--- src/rtl/sram_port_arbiter_if.sv ---
// Bus bundle between the two requesters (ROM loader on A, CPU on B), the
// arbiter and the shared SPI SRAM encoder.
// slave  : the arbiter's view (requests and encoder status come in)
// master : the environment's view (requesters plus encoder)
interface sram_port_arbiter_if #(
  parameter int DATA_WIDTH    = 16,
  parameter int ADDRESS_WIDTH = 16
);
  logic                     load_mode;
  logic                     a_req;
  logic                     a_we;
  logic [ADDRESS_WIDTH-1:0] a_addr;
  logic [DATA_WIDTH-1:0]    a_wdata;
  logic                     a_ack;
  logic [DATA_WIDTH-1:0]    a_rdata;
  logic                     b_req;
  logic                     b_we;
  logic [ADDRESS_WIDTH-1:0] b_addr;
  logic [DATA_WIDTH-1:0]    b_wdata;
  logic                     b_ack;
  logic [DATA_WIDTH-1:0]    b_rdata;
  logic                     mem_request;
  logic                     mem_busy;
  logic                     mem_initialized;
  logic [ADDRESS_WIDTH-1:0] mem_address;
  logic                     mem_write_enable;
  logic [DATA_WIDTH-1:0]    mem_write_data;
  logic [DATA_WIDTH-1:0]    mem_read_data;
  logic [1:0]               owner;

  modport slave (
    input  load_mode,
    input  a_req, a_we, a_addr, a_wdata,
    output a_ack, a_rdata,
    input  b_req, b_we, b_addr, b_wdata,
    output b_ack, b_rdata,
    output mem_request, mem_address, mem_write_enable, mem_write_data,
    input  mem_busy, mem_initialized, mem_read_data,
    output owner
  );

  modport master (
    output load_mode,
    output a_req, a_we, a_addr, a_wdata,
    input  a_ack, a_rdata,
    output b_req, b_we, b_addr, b_wdata,
    input  b_ack, b_rdata,
    input  mem_request, mem_address, mem_write_enable, mem_write_data,
    output mem_busy, mem_initialized, mem_read_data,
    input  owner
  );
endinterface

--- src/rtl/sram_port_arbiter.sv ---
// Two-port round-robin arbiter in front of one spi_sram_encoder.
// Port A (ROM loader) and port B (CPU) each get one transaction at a time;
// load_mode locks out port B. Read data returns with a one-cycle ack.
// Optional watchdog: define SRAM_ARB_TIMEOUT_EN to add a wait-state counter
// (TIMEOUT_CYCLES) that force-completes a stuck transaction with all-ones
// read data and sets the sticky timeout_err output.
//
// Timing: grant happens on the IDLE edge, the ISSUE cycle registers
// mem_request so the encoder sees it during the first WAIT_START cycle
// (two cycles after req rises). The owner's ack is registered on entry to
// COMPLETE, so it is high for exactly the COMPLETE cycle.
module sram_port_arbiter #(
  parameter int DATA_WIDTH     = 16,
  parameter int ADDRESS_WIDTH  = 16
`ifdef SRAM_ARB_TIMEOUT_EN
  ,
  parameter int TIMEOUT_CYCLES = 1023
`endif
) (
  input  logic clk,
  input  logic reset,
`ifdef SRAM_ARB_TIMEOUT_EN
  output logic timeout_err,
`endif
  sram_port_arbiter_if.slave bus
);

  typedef enum logic [2:0] {
    IDLE, ISSUE, WAIT_START, WAIT_DONE, COMPLETE
  } state_e;

  localparam logic [1:0] OWN_NONE = 2'b00;
  localparam logic [1:0] OWN_A    = 2'b01;
  localparam logic [1:0] OWN_B    = 2'b10;

  state_e                   state_q, state_d;
  logic [1:0]               owner_q, owner_d;
  logic                     last_b_q, last_b_d;  // 1: B was granted last
  logic [ADDRESS_WIDTH-1:0] addr_q, addr_d;
  logic                     we_q, we_d;
  logic [DATA_WIDTH-1:0]    wdata_q, wdata_d;
  logic                     mem_request_q, mem_request_d;
  logic                     a_ack_q, a_ack_d;
  logic                     b_ack_q, b_ack_d;
  logic [DATA_WIDTH-1:0]    a_rdata_q, a_rdata_d;
  logic [DATA_WIDTH-1:0]    b_rdata_q, b_rdata_d;
  logic                     elig_a, elig_b, pick_a;

`ifdef SRAM_ARB_TIMEOUT_EN
  localparam int CNT_W = $clog2(TIMEOUT_CYCLES + 1);
  logic [CNT_W-1:0] cnt_q, cnt_d;
  logic             terr_q, terr_d;
  logic             in_wait;
`endif

  // Next-state, grant selection, data capture and registered-output values
  always_comb begin
    state_d       = state_q;
    owner_d       = owner_q;
    last_b_d      = last_b_q;
    addr_d        = addr_q;
    we_d          = we_q;
    wdata_d       = wdata_q;
    mem_request_d = 1'b0;
    a_rdata_d     = a_rdata_q;
    b_rdata_d     = b_rdata_q;

    elig_a = bus.a_req;
    elig_b = bus.b_req & ~bus.load_mode;
    // On a tie the port that was not granted last wins
    pick_a = elig_a & (~elig_b | last_b_q);

    case (state_q)
      IDLE: begin
        if (bus.mem_initialized && !bus.mem_busy && (elig_a || elig_b)) begin
          state_d = ISSUE;
          if (pick_a) begin
            addr_d   = bus.a_addr;
            we_d     = bus.a_we;
            wdata_d  = bus.a_wdata;
            owner_d  = OWN_A;
            last_b_d = 1'b0;
          end else begin
            addr_d   = bus.b_addr;
            we_d     = bus.b_we;
            wdata_d  = bus.b_wdata;
            owner_d  = OWN_B;
            last_b_d = 1'b1;
          end
        end
      end
      ISSUE: begin
        mem_request_d = 1'b1;
        state_d       = WAIT_START;
      end
      WAIT_START: begin
        if (bus.mem_busy) state_d = WAIT_DONE;
      end
      WAIT_DONE: begin
        if (!bus.mem_busy) begin
          state_d = COMPLETE;
          if (!we_q) begin
            if (owner_q == OWN_A) a_rdata_d = bus.mem_read_data;
            if (owner_q == OWN_B) b_rdata_d = bus.mem_read_data;
          end
        end
      end
      COMPLETE: begin
        state_d = IDLE;
        owner_d = OWN_NONE;
      end
      default: state_d = IDLE;
    endcase

`ifdef SRAM_ARB_TIMEOUT_EN
    terr_d  = terr_q;
    in_wait = (state_q == WAIT_START) || (state_q == WAIT_DONE);
    // Watchdog only fires if the encoder did not move us on this cycle
    if (in_wait && (state_d == state_q) &&
        (cnt_q == CNT_W'(TIMEOUT_CYCLES - 1))) begin
      state_d = COMPLETE;
      terr_d  = 1'b1;
      if (owner_q == OWN_A) a_rdata_d = '1;
      if (owner_q == OWN_B) b_rdata_d = '1;
    end
    if (state_d != state_q) cnt_d = '0;
    else if (in_wait)       cnt_d = cnt_q + CNT_W'(1);
    else                    cnt_d = '0;
`endif

    a_ack_d = (state_d == COMPLETE) && (state_q != COMPLETE) && (owner_q == OWN_A);
    b_ack_d = (state_d == COMPLETE) && (state_q != COMPLETE) && (owner_q == OWN_B);
  end

  // State and output registers; reset drops any transaction without an ack
  always_ff @(posedge clk) begin
    if (reset) begin
      state_q       <= IDLE;
      owner_q       <= OWN_NONE;
      last_b_q      <= 1'b1;
      addr_q        <= '0;
      we_q          <= 1'b0;
      wdata_q       <= '0;
      mem_request_q <= 1'b0;
      a_ack_q       <= 1'b0;
      b_ack_q       <= 1'b0;
      a_rdata_q     <= '0;
      b_rdata_q     <= '0;
`ifdef SRAM_ARB_TIMEOUT_EN
      cnt_q         <= '0;
      terr_q        <= 1'b0;
`endif
    end else begin
      state_q       <= state_d;
      owner_q       <= owner_d;
      last_b_q      <= last_b_d;
      addr_q        <= addr_d;
      we_q          <= we_d;
      wdata_q       <= wdata_d;
      mem_request_q <= mem_request_d;
      a_ack_q       <= a_ack_d;
      b_ack_q       <= b_ack_d;
      a_rdata_q     <= a_rdata_d;
      b_rdata_q     <= b_rdata_d;
`ifdef SRAM_ARB_TIMEOUT_EN
      cnt_q         <= cnt_d;
      terr_q        <= terr_d;
`endif
    end
  end

  assign bus.mem_request      = mem_request_q;
  assign bus.mem_address      = addr_q;
  assign bus.mem_write_enable = we_q;
  assign bus.mem_write_data   = wdata_q;
  assign bus.owner            = owner_q;
  assign bus.a_ack            = a_ack_q;
  assign bus.b_ack            = b_ack_q;
  assign bus.a_rdata          = a_rdata_q;
  assign bus.b_rdata          = b_rdata_q;
`ifdef SRAM_ARB_TIMEOUT_EN
  assign timeout_err          = terr_q;
`endif

endmodule

--- src/flat_wrapper.sv ---
// flat-port wrapper written by rule: the top's interface ports become plain ports
module sram_port_arbiter_flat 
#(
  parameter int DATA_WIDTH     = 16,
  parameter int ADDRESS_WIDTH  = 16

)
  (clk, reset, bus_load_mode, bus_a_req, bus_a_we, bus_a_addr, bus_a_wdata, bus_a_ack, bus_a_rdata, bus_b_req, bus_b_we, bus_b_addr, bus_b_wdata, bus_b_ack, bus_b_rdata, bus_mem_request, bus_mem_address, bus_mem_write_enable, bus_mem_write_data, bus_mem_busy, bus_mem_initialized, bus_mem_read_data, bus_owner);
  sram_port_arbiter_if #(.DATA_WIDTH(DATA_WIDTH), .ADDRESS_WIDTH(ADDRESS_WIDTH)) bus_i ();
  input  logic clk;
  input  logic reset;
  input wire logic [$bits(bus_i.load_mode)-1:0] bus_load_mode;
  input wire logic [$bits(bus_i.a_req)-1:0] bus_a_req;
  input wire logic [$bits(bus_i.a_we)-1:0] bus_a_we;
  input wire logic [$bits(bus_i.a_addr)-1:0] bus_a_addr;
  input wire logic [$bits(bus_i.a_wdata)-1:0] bus_a_wdata;
  output wire logic [$bits(bus_i.a_ack)-1:0] bus_a_ack;
  output wire logic [$bits(bus_i.a_rdata)-1:0] bus_a_rdata;
  input wire logic [$bits(bus_i.b_req)-1:0] bus_b_req;
  input wire logic [$bits(bus_i.b_we)-1:0] bus_b_we;
  input wire logic [$bits(bus_i.b_addr)-1:0] bus_b_addr;
  input wire logic [$bits(bus_i.b_wdata)-1:0] bus_b_wdata;
  output wire logic [$bits(bus_i.b_ack)-1:0] bus_b_ack;
  output wire logic [$bits(bus_i.b_rdata)-1:0] bus_b_rdata;
  output wire logic [$bits(bus_i.mem_request)-1:0] bus_mem_request;
  output wire logic [$bits(bus_i.mem_address)-1:0] bus_mem_address;
  output wire logic [$bits(bus_i.mem_write_enable)-1:0] bus_mem_write_enable;
  output wire logic [$bits(bus_i.mem_write_data)-1:0] bus_mem_write_data;
  input wire logic [$bits(bus_i.mem_busy)-1:0] bus_mem_busy;
  input wire logic [$bits(bus_i.mem_initialized)-1:0] bus_mem_initialized;
  input wire logic [$bits(bus_i.mem_read_data)-1:0] bus_mem_read_data;
  output wire logic [$bits(bus_i.owner)-1:0] bus_owner;
  assign bus_i.load_mode = bus_load_mode;
  assign bus_i.a_req = bus_a_req;
  assign bus_i.a_we = bus_a_we;
  assign bus_i.a_addr = bus_a_addr;
  assign bus_i.a_wdata = bus_a_wdata;
  assign bus_a_ack = bus_i.a_ack;
  assign bus_a_rdata = bus_i.a_rdata;
  assign bus_i.b_req = bus_b_req;
  assign bus_i.b_we = bus_b_we;
  assign bus_i.b_addr = bus_b_addr;
  assign bus_i.b_wdata = bus_b_wdata;
  assign bus_b_ack = bus_i.b_ack;
  assign bus_b_rdata = bus_i.b_rdata;
  assign bus_mem_request = bus_i.mem_request;
  assign bus_mem_address = bus_i.mem_address;
  assign bus_mem_write_enable = bus_i.mem_write_enable;
  assign bus_mem_write_data = bus_i.mem_write_data;
  assign bus_i.mem_busy = bus_mem_busy;
  assign bus_i.mem_initialized = bus_mem_initialized;
  assign bus_i.mem_read_data = bus_mem_read_data;
  assign bus_owner = bus_i.owner;
  sram_port_arbiter #(.DATA_WIDTH(DATA_WIDTH), .ADDRESS_WIDTH(ADDRESS_WIDTH)) u_core (.clk(clk), .reset(reset), .bus(bus_i));
endmodule
--- config.mk ---
export PLATFORM = sky130hd
export DESIGN_NAME = sram_port_arbiter_flat
export DESIGN_NICKNAME = d
export VERILOG_FILES = /design/src/rtl/sram_port_arbiter_if.sv /design/src/rtl/sram_port_arbiter.sv /design/src/flat_wrapper.sv
export SDC_FILE = /design/constraint.sdc
export NUM_CORES = 1
export LEC_CHECK = 0
export ABC_AREA = 1
export ABC_CLOCK_PERIOD_IN_PS = 2600
export CORE_UTILIZATION = 35
export CTS_CLUSTER_SIZE = 12
export DETAILED_ROUTE_END_ITERATION = 10
export PLACE_DENSITY_LB_ADDON = 0.08
export SYNTH_ARGS = -nofsm -noshare
export SYNTH_HDL_FRONTEND = slang
export SYNTH_SLANG_ARGS = --single-unit
--- constraint.sdc ---
create_clock -name clk -period 2.6 [get_ports clk]
set_input_delay 0.39 -clock clk [delete_from_list [all_inputs] [get_ports clk]]
set_output_delay 0.39 -clock clk [all_outputs]
set_load 0.005 [all_outputs]
# After elaboration in Yosys (flattened, before gate mapping)
# Cells that the tools add are included.
# word_totals
ff_bits	74
in_bits	89
out_inout_bits	70
elab_cells	52
# classes
eq_ne	9
mux	12
bitwise_logic	7
reduce_logical	13
# op_table
op	count
2-to-1 mux 16 bit	2
one-hot mux 3 bit (4 select lines)	1
2-to-1 mux 3 bit	3
AND reduction 4 bit	2
equality test 3 x 2 -> 1 bit (second input constant)	2
equality test 3 bit (second input constant)	2
logical AND 1 bit	5
2-to-1 mux 2 bit	2
inverter 1 bit	4
one-hot mux 2 bit (2 select lines)	1
AND reduction 2 bit	2
equality test 3 x 1 -> 1 bit (second input constant)	1
logical NOT 3 bit	1
2-to-1 mux 1 bit	3
inequality test 3 bit (second input constant)	1
bitwise AND 1 bit	2
equality test 2 x 1 -> 1 bit (second input constant)	1
equality test 2 bit (second input constant)	1
inequality test 2 x 1 -> 1 bit (second input constant)	1
nonzero test 2 bit	1
logical NOT 1 bit	1
logical OR 1 bit	1
OR 1 bit	1

# Logic depth before layout (Yosys ltp)
# Gate-level depths: netlist of the first run.
# depth
ltp_word	9
mapped_depth	8

# Worst setup path before layout of the first run
# No wires, ideal clock.
# synth_path
path_type	input-to-reg
from	input bus_a_req
to	register u_core.addr_q[13], in the netlist u_core.bus.mem_address[13]
t_arrival_ps	1172
setup_slack_ps	1358
stages	7
path_buffers	2
cell_sequence	buf_4 -> a21oi_4 -> inv_2 -> nand2_4 -> buf_4 -> nand2_1 -> a21oi_1
# synth_via
elab_chain_len	3
elab_cells_between_ends	5
classes_between	mux (1); bitwise (1); reduce/logical (3)
# synth_rtl
item	line_no	text
start, declared	flat_wrapper.sv:13	input wire logic [$bits(bus_i.a_req)-1:0] bus_a_req;
logical OR 1 bit	sram_port_arbiter.sv:75	if (bus.mem_initialized && !bus.mem_busy && (elig_a || elig_b)) begin
logical AND 1 bit	sram_port_arbiter.sv:75	
AND reduction 2 bit (no line)	n/a	
end signal, assigned	sram_port_arbiter.sv:157	addr_q <= addr_d;
end, declared	sram_port_arbiter.sv:39	logic [ADDRESS_WIDTH-1:0] addr_q, addr_d;
# Parallel ways exist; a longest one is shown, timed or not.
# A chain may end at the register's enable or synchronous reset.

# Worst setup path in the final report of the first run
# layout_path
from	input bus_mem_busy
to	register u_core.b_rdata_q[5], in the netlist u_core.bus.b_rdata[5]
# layout_via
elab_chain_len	2
# layout_rtl
item	line_no	text
start, declared	flat_wrapper.sv:29	input wire logic [$bits(bus_i.mem_busy)-1:0] bus_mem_busy;
inverter 1 bit (no line)	n/a	
AND reduction 4 bit (no line)	n/a	
end signal, assigned	sram_port_arbiter.sv:164	b_rdata_q <= b_rdata_d;
end, declared	sram_port_arbiter.sv:46	logic [DATA_WIDTH-1:0] b_rdata_q, b_rdata_d;
# No other way between the ends.

==> results.json, run 1 <==
{
  "status": "finished clean",
  "crit_chain": "clkdlybuf4s50_1, nor2_1, nand3_4, o21ai_0, a21oi_1",
  "layout_commonest_cell": "clkdlybuf4s50_1",
  "detail-route-antenna-nets": 0,
  "io_pins": 159,
  "htree_levels": 3,
  "post_cts_buffers": 0,
  "num_vias": 3229,
  "clkPwrFrac_pct": 38.6,
  "drive_gt1_share_pct": 6.10,
  "layout_min_cycle_time_ns": 1.67,
  "vdd_drop_max_v": 0.000305,
  "coreArea_um2": 8890,
  "die-area_um2": 9710,
  "root_buffer": "clkbuf_8",
  "place_ws_ns": 0.566,
  "finalSetupTns_ns": 0,
  "port_buffers": 158,
  "grt_pass1_wl_um": 13900,
  "combPwrFrac_pct": 14.4,
  "clk_pin_slew_ns": 0.08,
  "cts_tree": "built",
  "critPathMaxFanout": 32,
  "synth.distinct_cells": 24,
  "drc": 0,
  "switching_power_w": 0.000593,
  "fp.dieH_um": 98.6,
  "yosys_warnings": 0,
  "avgViaCountPerCell": 4.63,
  "setup_viol": 0,
  "synth_nets": 530,
  "drt_iter0_drc": 82,
  "cts_resized": 0,
  "synthFlopType": "dfxtp_1",
  "antenna_cells": 0,
  "cap_violations": 0,
  "layout_common_cells": "158 x clkdlybuf4s50_1, 137 x nand2_1, 74 x dfxtp_1",
  "synth_edf_count": 0,
  "arrival_ns": 1.89,
  "slew-limit-headroom_pct": 68.1,
  "placed_cells": 682,
  "rsz0062_at_grt": "false",
  "layout_setup_ws_ns": 0.932,
  "async_flop_share_pct": 0,
  "synthToLayoutAreaGrowth_pct": 53.2,
  "place_congestion": 0.757,
  "num_rows": 34,
  "fin_crit_sh_pct": 64.2,
  "instances_no_fill": 698,
  "power_frac_seq_pct": 47.0,
  "cp.required_ns": 2.82,
  "crit_slowest_cell": "clkdlybuf4s50_1",
  "dp_hpwl_um": 6200,
  "syn-cell-area_um2": 3260,
  "drv_slew": 0,
  "synth_seq_cells": 74,
  "synthesis.instances": 441,
  "start_util_pct": 36.7,
  "yosysSeqAreaShare_pct": 45.4,
  "cp-start-kind": "primary input",
  "die_w_um": 98.6,
  "hold_violations": 0,
  "whs_ns": 0.444,
  "intPower_w": 0.00190,
  "end_kind": "register",
  "grt_pass1_vias": 3074,
  "worst_clock_skew_ns": 0.00835,
  "critPathTopFamily": "simple AND/OR/NAND/NOR gates",
  "grt_use_total_pct": 18.0,
  "cts_buffer_depth": 2,
  "powerDensity_nw_per_um2": 500,
  "holdCritPathClass": "register to register",
  "worstSkewPairLatency_ns": 0.33,
  "avgSynthCellArea_um2": 7.40,
  "cp_slowest_stage_delay_ns": 0.49,
  "grt_max_degree": 38,
  "crit_type": "primary input to register",
  "cp.buffers_inverters": 1,
  "hold_buffers": 0,
  "antenna_found_initial": 0,
  "swShare_pct": 23.8,
  "wl_per_cell_um": 12.3,
  "layout.nets": 674,
  "overflow": 0,
  "dr.pass1.iters": 4,
  "tightest_slew_ns": 0.477,
  "fmax_mhz": 600,
  "clock-sinks": 74,
  "numCtsBuffers": 9,
  "p_leak_nw": 1.88,
  "routed_wl_um": 8610
}
-- tightest hold or removal path, cell delays in order (launching register included) --
cell     delay, ns
dfxtp_1       0.31
inv_1         0.04
a21oi_1       0.05
-- final cells by class --
class | instances | area, um^2
multi-input combinational | 296 | 1400
clock inverter | 7 | 93.8
fill | 871 | 3890
clock buffer | 9 | 124
tap | 108 | 135
timing repair buffer | 162 | 1610
inverter | 42 | 158
sequential | 74 | 1480
-- state kept, by name (all words and copies together) (netlist names) --
signal / count
u_core.bus.owner: 2
u_core.bus.mem_request: 1
u_core.bus.mem_write_data: 16
u_core.bus.mem_write_enable: 1
u_core.bus.b_rdata: 16
u_core.state_q: 3
u_core.bus.a_ack: 1
u_core.bus.mem_address: 16
u_core.bus.a_rdata: 16
u_core.last_b_q: 1
u_core.bus.b_ack: 1
-- synth_stat cells, types with 2 or more instances --
cell type / number / area [um^2]
buf_6: 14 / 158
inv_2: 3 / 11.3
a21oi_1: 68 / 340
nor3_1: 3 / 15.0
clkbuf_1: 7 / 26.3
buf_2: 6 / 30.0
nor2_1: 4 / 15.0
nand3_1: 38 / 190
nand3_4: 2 / 35.0
inv_1: 39 / 146
buf_4: 2 / 15.0
nand2_4: 2 / 22.5
nand2_1: 137 / 514
nor2_4: 3 / 33.8
o21ai_1: 28 / 140
dfxtp_1: 74 / 1480
o21ai_0: 4 / 20.0
-- per-stage QoR --
step / cell area (um^2) / power (W) / util, %
after detailed placement: 4780 / 0.00156 / 53.8
after floorplan: 3260 / 0.00136 / -
after global routing: 5000 / 0.00263 / 56.2
after CTS: 5000 / 0.00254 / 56.2
after global placement: 4780 / 0.00156 / 53.8
final: 5000 / 0.00250 / 56.2
-- final timing paths --
path	startpoint	endpoint	slack, ns	cells after the start
worst max register to register	u_core.bus.mem_write_enable	u_core.bus.b_rdata[5]	1.15	4
worst max-delay path	bus_mem_busy	u_core.bus.b_rdata[5]	0.93	5
worst min-delay path	u_core.bus.b_rdata[12]	u_core.bus.b_rdata[12]	0.44	2
worst min register to register	u_core.bus.b_rdata[12]	u_core.bus.b_rdata[12]	0.44	2
-- metal layers --
| layer | global-route usage (%) | part of all wire (%) | vias to the layer above |
|---|---|---|---|
| met4 | 6.31 | 1.5 | 0 |
| met1 | 20.8 | 44 | 1413 |
| met3 | 5.96 | 7.7 | 11 |
| li1 | - | - | 1700 |
| met2 | 31.1 | 47 | 105 |
| met5 | 0 | 0 | - |
-- power by group through the flow --
stage | clock network, W | logic, W | registers, W
after detailed placement | 0 | 0.000364 | 0.00120
after global placement | 0 | 0.000363 | 0.00120
after global routing | 0.00105 | 0.000398 | 0.00118
after CTS | 0.000996 | 0.000366 | 0.00117
final | 0.000963 | 0.000360 | 0.00117
after floorplan | 0 | 0.000162 | 0.00120
-- kinds of logic (layout without fill, tap and decap cells) --
kind of cell           count (synthesis)  in the layout  share of synthesized area, %
flip-flops                            74             74                          45.4
AND/OR/NAND/NOR                      195            195                          26.9
AO/OA/AOI/OAI                        101            101                          15.8
buffers and inverters                 71            220                          11.8
No activity file was read; power rests on OpenSTA's default activity.
==> inputs of run 2 (changes only) <==
--- a/config.mk
+++ b/config.mk
@@ -6,7 +6,7 @@
 export NUM_CORES = 1
 export LEC_CHECK = 0
 export ABC_AREA = 1
-export ABC_CLOCK_PERIOD_IN_PS = 2600
+export ABC_CLOCK_PERIOD_IN_PS = 1700
 export CORE_UTILIZATION = 35
 export CTS_CLUSTER_SIZE = 12
 export DETAILED_ROUTE_END_ITERATION = 10
==> constraint.sdc (replaced) <==
create_clock -name clk -period 1.7 [get_ports clk]
set_input_delay 0.255 -clock clk [delete_from_list [all_inputs] [get_ports clk]]
set_output_delay 0.255 -clock clk [all_outputs]
set_load 0.005 [all_outputs]
==> run 2 against run 1 <==
Net effect: cell area grew 2.5%; utilization increased by 1.4 points; highest routed layer unchanged; combinational power rose by 61%.
==> results.json, run 2 (synthesis gave the netlist of run 1 again) <==
{
  "drv_slew": 0,
  "num_rows": 34,
  "seqCellArea_um2": 1480,
  "cts_buffer_depth": 2,
  "worst_clock_skew_ns": 0.00862,
  "clk_pin_slew_ns": 0.07,
  "place_area_um2": 4890,
  "avgViaCountPerCell": 4.64,
  "io_pins": 159,
  "fin_crit_sh_pct": 89.7,
  "fmax_mhz": 656,
  "overflow": 0,
  "layout.nets": 683,
  "fp.dieH_um": 98.6,
  "status": "finished clean",
  "drt_iter0_drc": 78,
  "vdd_drop_max_v": 0.000315,
  "cts_tree": "built",
  "clock-sinks": 74,
  "rsz0062_at_grt": "false",
  "start_util_pct": 36.7,
  "htree_levels": 3,
  "grt_max_degree": 36,
  "hold_violations": 0,
  "layout_common_cells": "158 x clkdlybuf4s50_1, 137 x nand2_1, 74 x dfxtp_1",
  "place_congestion": 0.780,
  "drc": 0,
  "crit_type": "register to output port",
  "antenna_cells": 0,
  "dp_hpwl_um": 6400,
  "cp.required_ns": 1.44,
  "routed_wl_um": 8940,
  "die_w_um": 98.6,
  "grt_pass1_wl_um": 14400,
  "end_kind": "output port",
  "grt_pass1_vias": 3091,
  "synthToLayoutAreaGrowth_pct": 56.9,
  "fin_util_pct": 57.6,
  "tightest_slew_ns": 0.451,
  "setup_viol": 0,
  "grt_use_total_pct": 18.3,
  "port_buffers": 158,
  "wl_per_cell_um": 12.6,
  "cp.buffers_inverters": 1,
  "layout_min_cycle_time_ns": 1.53,
  "layout_commonest_cell": "clkdlybuf4s50_1",
  "whs_ns": 0.443,
  "p_leak_nw": 1.95,
  "powerDensity_nw_per_um2": 751,
  "fillCellCount": 860,
  "die-area_um2": 9710,
  "worstSkewPairLatency_ns": 0.33,
  "critPathMaxFanout": 5,
  "cp_slowest_stage_delay_ns": 0.53,
  "antenna_found_initial": 0,
  "cap_violations": 0,
  "arrival_ns": 1.27,
  "reg2reg_slack_ns": 0.20,
  "num_vias": 3280,
  "cp-start-kind": "register",
  "crit_chain": "clkdlybuf4s50_1",
  "layout_setup_ws_ns": 0.175,
  "multiInputGateArea_um2": 1410,
  "numCtsBuffers": 9,
  "dr.pass1.iters": 4,
  "slew-limit-headroom_pct": 69.8,
  "post_cts_buffers": 0,
  "coreArea_um2": 8890,
  "holdCritPathClass": "register to register",
  "root_buffer": "clkbuf_8",
  "p_total_w": 0.00385,
  "fin_area_um2": 5120,
  "drive_gt1_share_pct": 7.35,
  "detail-route-antenna-nets": 0,
  "critPathTopFamily": "buffers and inverters",
  "place_ws_ns": -0.250,
  "crit_slowest_cell": "clkdlybuf4s50_1"
}
run 2: cell count changes in the layout (fill, tap and decap cells not counted), sizes merged:
cell      change
buf           +8
clkbuf        +1
clkinv        +1
clkinvlp      -2
nor2          +1
run 2: path summary, 6_finish.rpt:
path,end,cells past startpoint,start
worst max-delay path,bus_owner[1],1,u_core.bus.owner[1]
worst min-delay path,u_core.bus.a_rdata[11],2,u_core.bus.a_rdata[11]
worst max register to register,u_core.bus.owner[1],5,u_core.state_q[0]
worst min register to register,u_core.bus.a_rdata[11],2,u_core.bus.a_rdata[11]
run 2: worst register-to-register path, cell delays in order (launching register included):
cell     delay [ns]
dfxtp_1        0.35
nor2_4         0.16
nand4_2        0.18
nor2_4         0.44
nand2_1        0.12
a21oi_1        0.17
run 2: power by group:
group,switching (W),leakage [nW],internal (W)
Sequential,0.0000250,0.599,0.00177
Combinational,0.000244,1.24,0.000337
Clock,0.000639,0.110,0.000832
run 2: layout make-up:
type	instances	share of cell area, %
timing repair buffer	170	33.6
sequential	74	28.9
multi-input combinational	297	27.5
inverter	42	3.08
tap	108	2.64
clock buffer	10	2.49
clock inverter	6	1.78
run 2: metal layers:
layer / share of wire (%) / GRT usage (%) / vias to the layer above
met5: 0 / 0 / -
met4: 0.90 / 6.20 / 0
met3: 6.5 / 5.18 / 7
met2: 49 / 31.0 / 99
met1: 44 / 22.5 / 1447
li1: - / - / 1727
run 2: metrics by stage:
step | instances | TNS [ns]
after floorplan | 441 | 0
after global placement | 690 | -5.94
after detailed placement | 690 | -7.82
after CTS | 706 | 0
after global routing | 707 | 0
final | 707 | 0
run 2: repair_timing:
item	4_1_cts	5_1_grt
endpoints found under the setup margin	0	35
resized for setup	0	1
hold buffers	0	0
==> inputs of run 3 (changes only) <==
--- a/config.mk
+++ b/config.mk
@@ -6,7 +6,7 @@
 export NUM_CORES = 1
 export LEC_CHECK = 0
 export ABC_AREA = 1
-export ABC_CLOCK_PERIOD_IN_PS = 1700
+export ABC_CLOCK_PERIOD_IN_PS = 1400
 export CORE_UTILIZATION = 35
 export CTS_CLUSTER_SIZE = 12
 export DETAILED_ROUTE_END_ITERATION = 10
==> constraint.sdc (replaced) <==
create_clock -name clk -period 1.4 [get_ports clk]
set_input_delay 0.21 -clock clk [delete_from_list [all_inputs] [get_ports clk]]
set_output_delay 0.21 -clock clk [all_outputs]
set_load 0.005 [all_outputs]
==> run 3 against run 2 <==
Net effect: non-clock buffer count is 22 higher; sequential power is 21% higher; final cell count is 3.1% higher; critical path depth stayed put; clock skew is 0.0020 ns higher; sequential share of layout area is 0.90 points lower; die area stayed put; worst setup slack worse by 0.15 ns; global-route usage is 0.81 points higher; critical path type unchanged; largest power group unchanged; highest routed layer unchanged.
==> results.json, run 3 (synthesis gave the netlist of run 1 again) <==
{
  "status": "finished clean",
  "clock-sinks": 74,
  "coreArea_um2": 8890,
  "whs_ns": 0.442,
  "p_leak_nw": 2.74,
  "fin_area_um2": 5440,
  "io_pins": 159,
  "cp.required_ns": 1.19,
  "detail-route-antenna-nets": 0,
  "port_buffers": 158,
  "cts_buffer_depth": 2,
  "num_rows": 34,
  "cts_tree": "built",
  "htree_levels": 3,
  "antenna_found_initial": 0,
  "vdd_drop_max_v": 0.000407,
  "crit_chain": "clkdlybuf4s50_1",
  "layout_common_cells": "137 x nand2_1, 100 x clkdlybuf4s50_1, 68 x a21oi_1",
  "layout.nets": 705,
  "routed_wl_um": 9050,
  "drv_slew": 0,
  "grt_pass1_vias": 3381,
  "cap_violations": 0,
  "dr.pass1.iters": 4,
  "die-area_um2": 9710,
  "clk_pin_slew_ns": 0.08,
  "cp.buffers_inverters": 1,
  "wl_per_cell_um": 12.4,
  "overflow": 0,
  "crit_slowest_cell": "clkdlybuf4s50_1",
  "worst_clock_skew_ns": 0.0106,
  "drive_gt1_share_pct": 16.3,
  "holdCritPathClass": "register to register",
  "place_area_um2": 5040,
  "dp_hpwl_um": 6610,
  "slew-limit-headroom_pct": 74.3,
  "critPathTopFamily": "buffers and inverters",
  "numCtsBuffers": 9,
  "place_congestion": 0.776,
  "fp.dieH_um": 98.6,
  "end_kind": "output port",
  "drt_iter0_drc": 63,
  "setup_viol": 0,
  "crit_type": "register to output port",
  "num_vias": 3392,
  "avgViaCountPerCell": 4.65,
  "synthToLayoutAreaGrowth_pct": 66.8,
  "root_buffer": "clkbuf_8",
  "cp_slowest_stage_delay_ns": 0.49,
  "critPathMaxFanout": 2,
  "grt_pass1_wl_um": 15000,
  "grt_use_total_pct": 19.2,
  "arrival_ns": 1.17,
  "layout_min_cycle_time_ns": 1.38,
  "grt_max_degree": 36,
  "layout_commonest_cell": "nand2_1",
  "cp-start-kind": "register",
  "powerDensity_nw_per_um2": 870,
  "fin_crit_sh_pct": 98.4,
  "hold_violations": 0,
  "drc": 0,
  "die_w_um": 98.6,
  "tightest_slew_ns": 0.385,
  "fmax_mhz": 726,
  "antenna_cells": 0,
  "start_util_pct": 36.7,
  "worstSkewPairLatency_ns": 0.34
}
-- run 3: area by class of cell --
cell class	instances	area, um^2
clock inverter	7	93.8
inverter	42	158
fill	836	3450
tap	108	135
timing repair buffer	192	1990
clock buffer	9	124
multi-input combinational	297	1420
sequential	74	1530
-- run 3: final timing paths --
path,depth (start not counted),endpoint,from,slack (ns)
min,2,u_core.bus.a_rdata[7],u_core.bus.a_rdata[7],0.44
max,1,bus_a_rdata[4],u_core.bus.a_rdata[4],0.02
max reg2reg,7,u_core.bus.b_rdata[12],u_core.bus.mem_write_enable,0.10
min reg2reg,2,u_core.bus.a_rdata[7],u_core.bus.a_rdata[7],0.44
-- run 3: routing by layer --
metal | part of all wire [%] | track usage [%]
met4 | 1.3 | 6.43
met1 | 44 | 22.6
met2 | 48 | 34.2
met3 | 6.4 | 4.47
met5 | 0 | 0
-- run 3: what timing repair did --
item	CTS	global route
pin swaps	2	2
buffers inserted	5	1
cloned	1	0
hold buffers	0	0
hold endpoints to repair	0	0
setup endpoints to repair	79	75
resized for setup	49	51
-- run 3: where the power goes --
| part | internal [W] | total [W] | switching [W] |
|---|---|---|---|
| registers | 0.00215 | 0.00218 | 0.0000256 |
| clock network | 0.00100 | 0.00180 | 0.000804 |
| logic | 0.000440 | 0.000754 | 0.000314 |
| total | 0.00359 | 0.00473 | 0.00114 |
-- run 3: stage by stage --
| step | util (%) | TNS (ns) | worst slack [ns] | total power (W) | std cells |
|---|---|---|---|---|---|
| after floorplan | - | 0 | 0.230 | 0.00253 | 441 |
| after global placement | 56.6 | -20.06 | -0.443 | 0.00295 | 706 |
| after detailed placement | 56.6 | -21.27 | -0.480 | 0.00296 | 706 |
| after CTS | 59.7 | 0 | 0.000574 | 0.00475 | 728 |
| after global routing | 61.2 | -0.0314 | -0.0311 | 0.00494 | 729 |
| final | 61.2 | 0 | 0.0225 | 0.00473 | 729 |
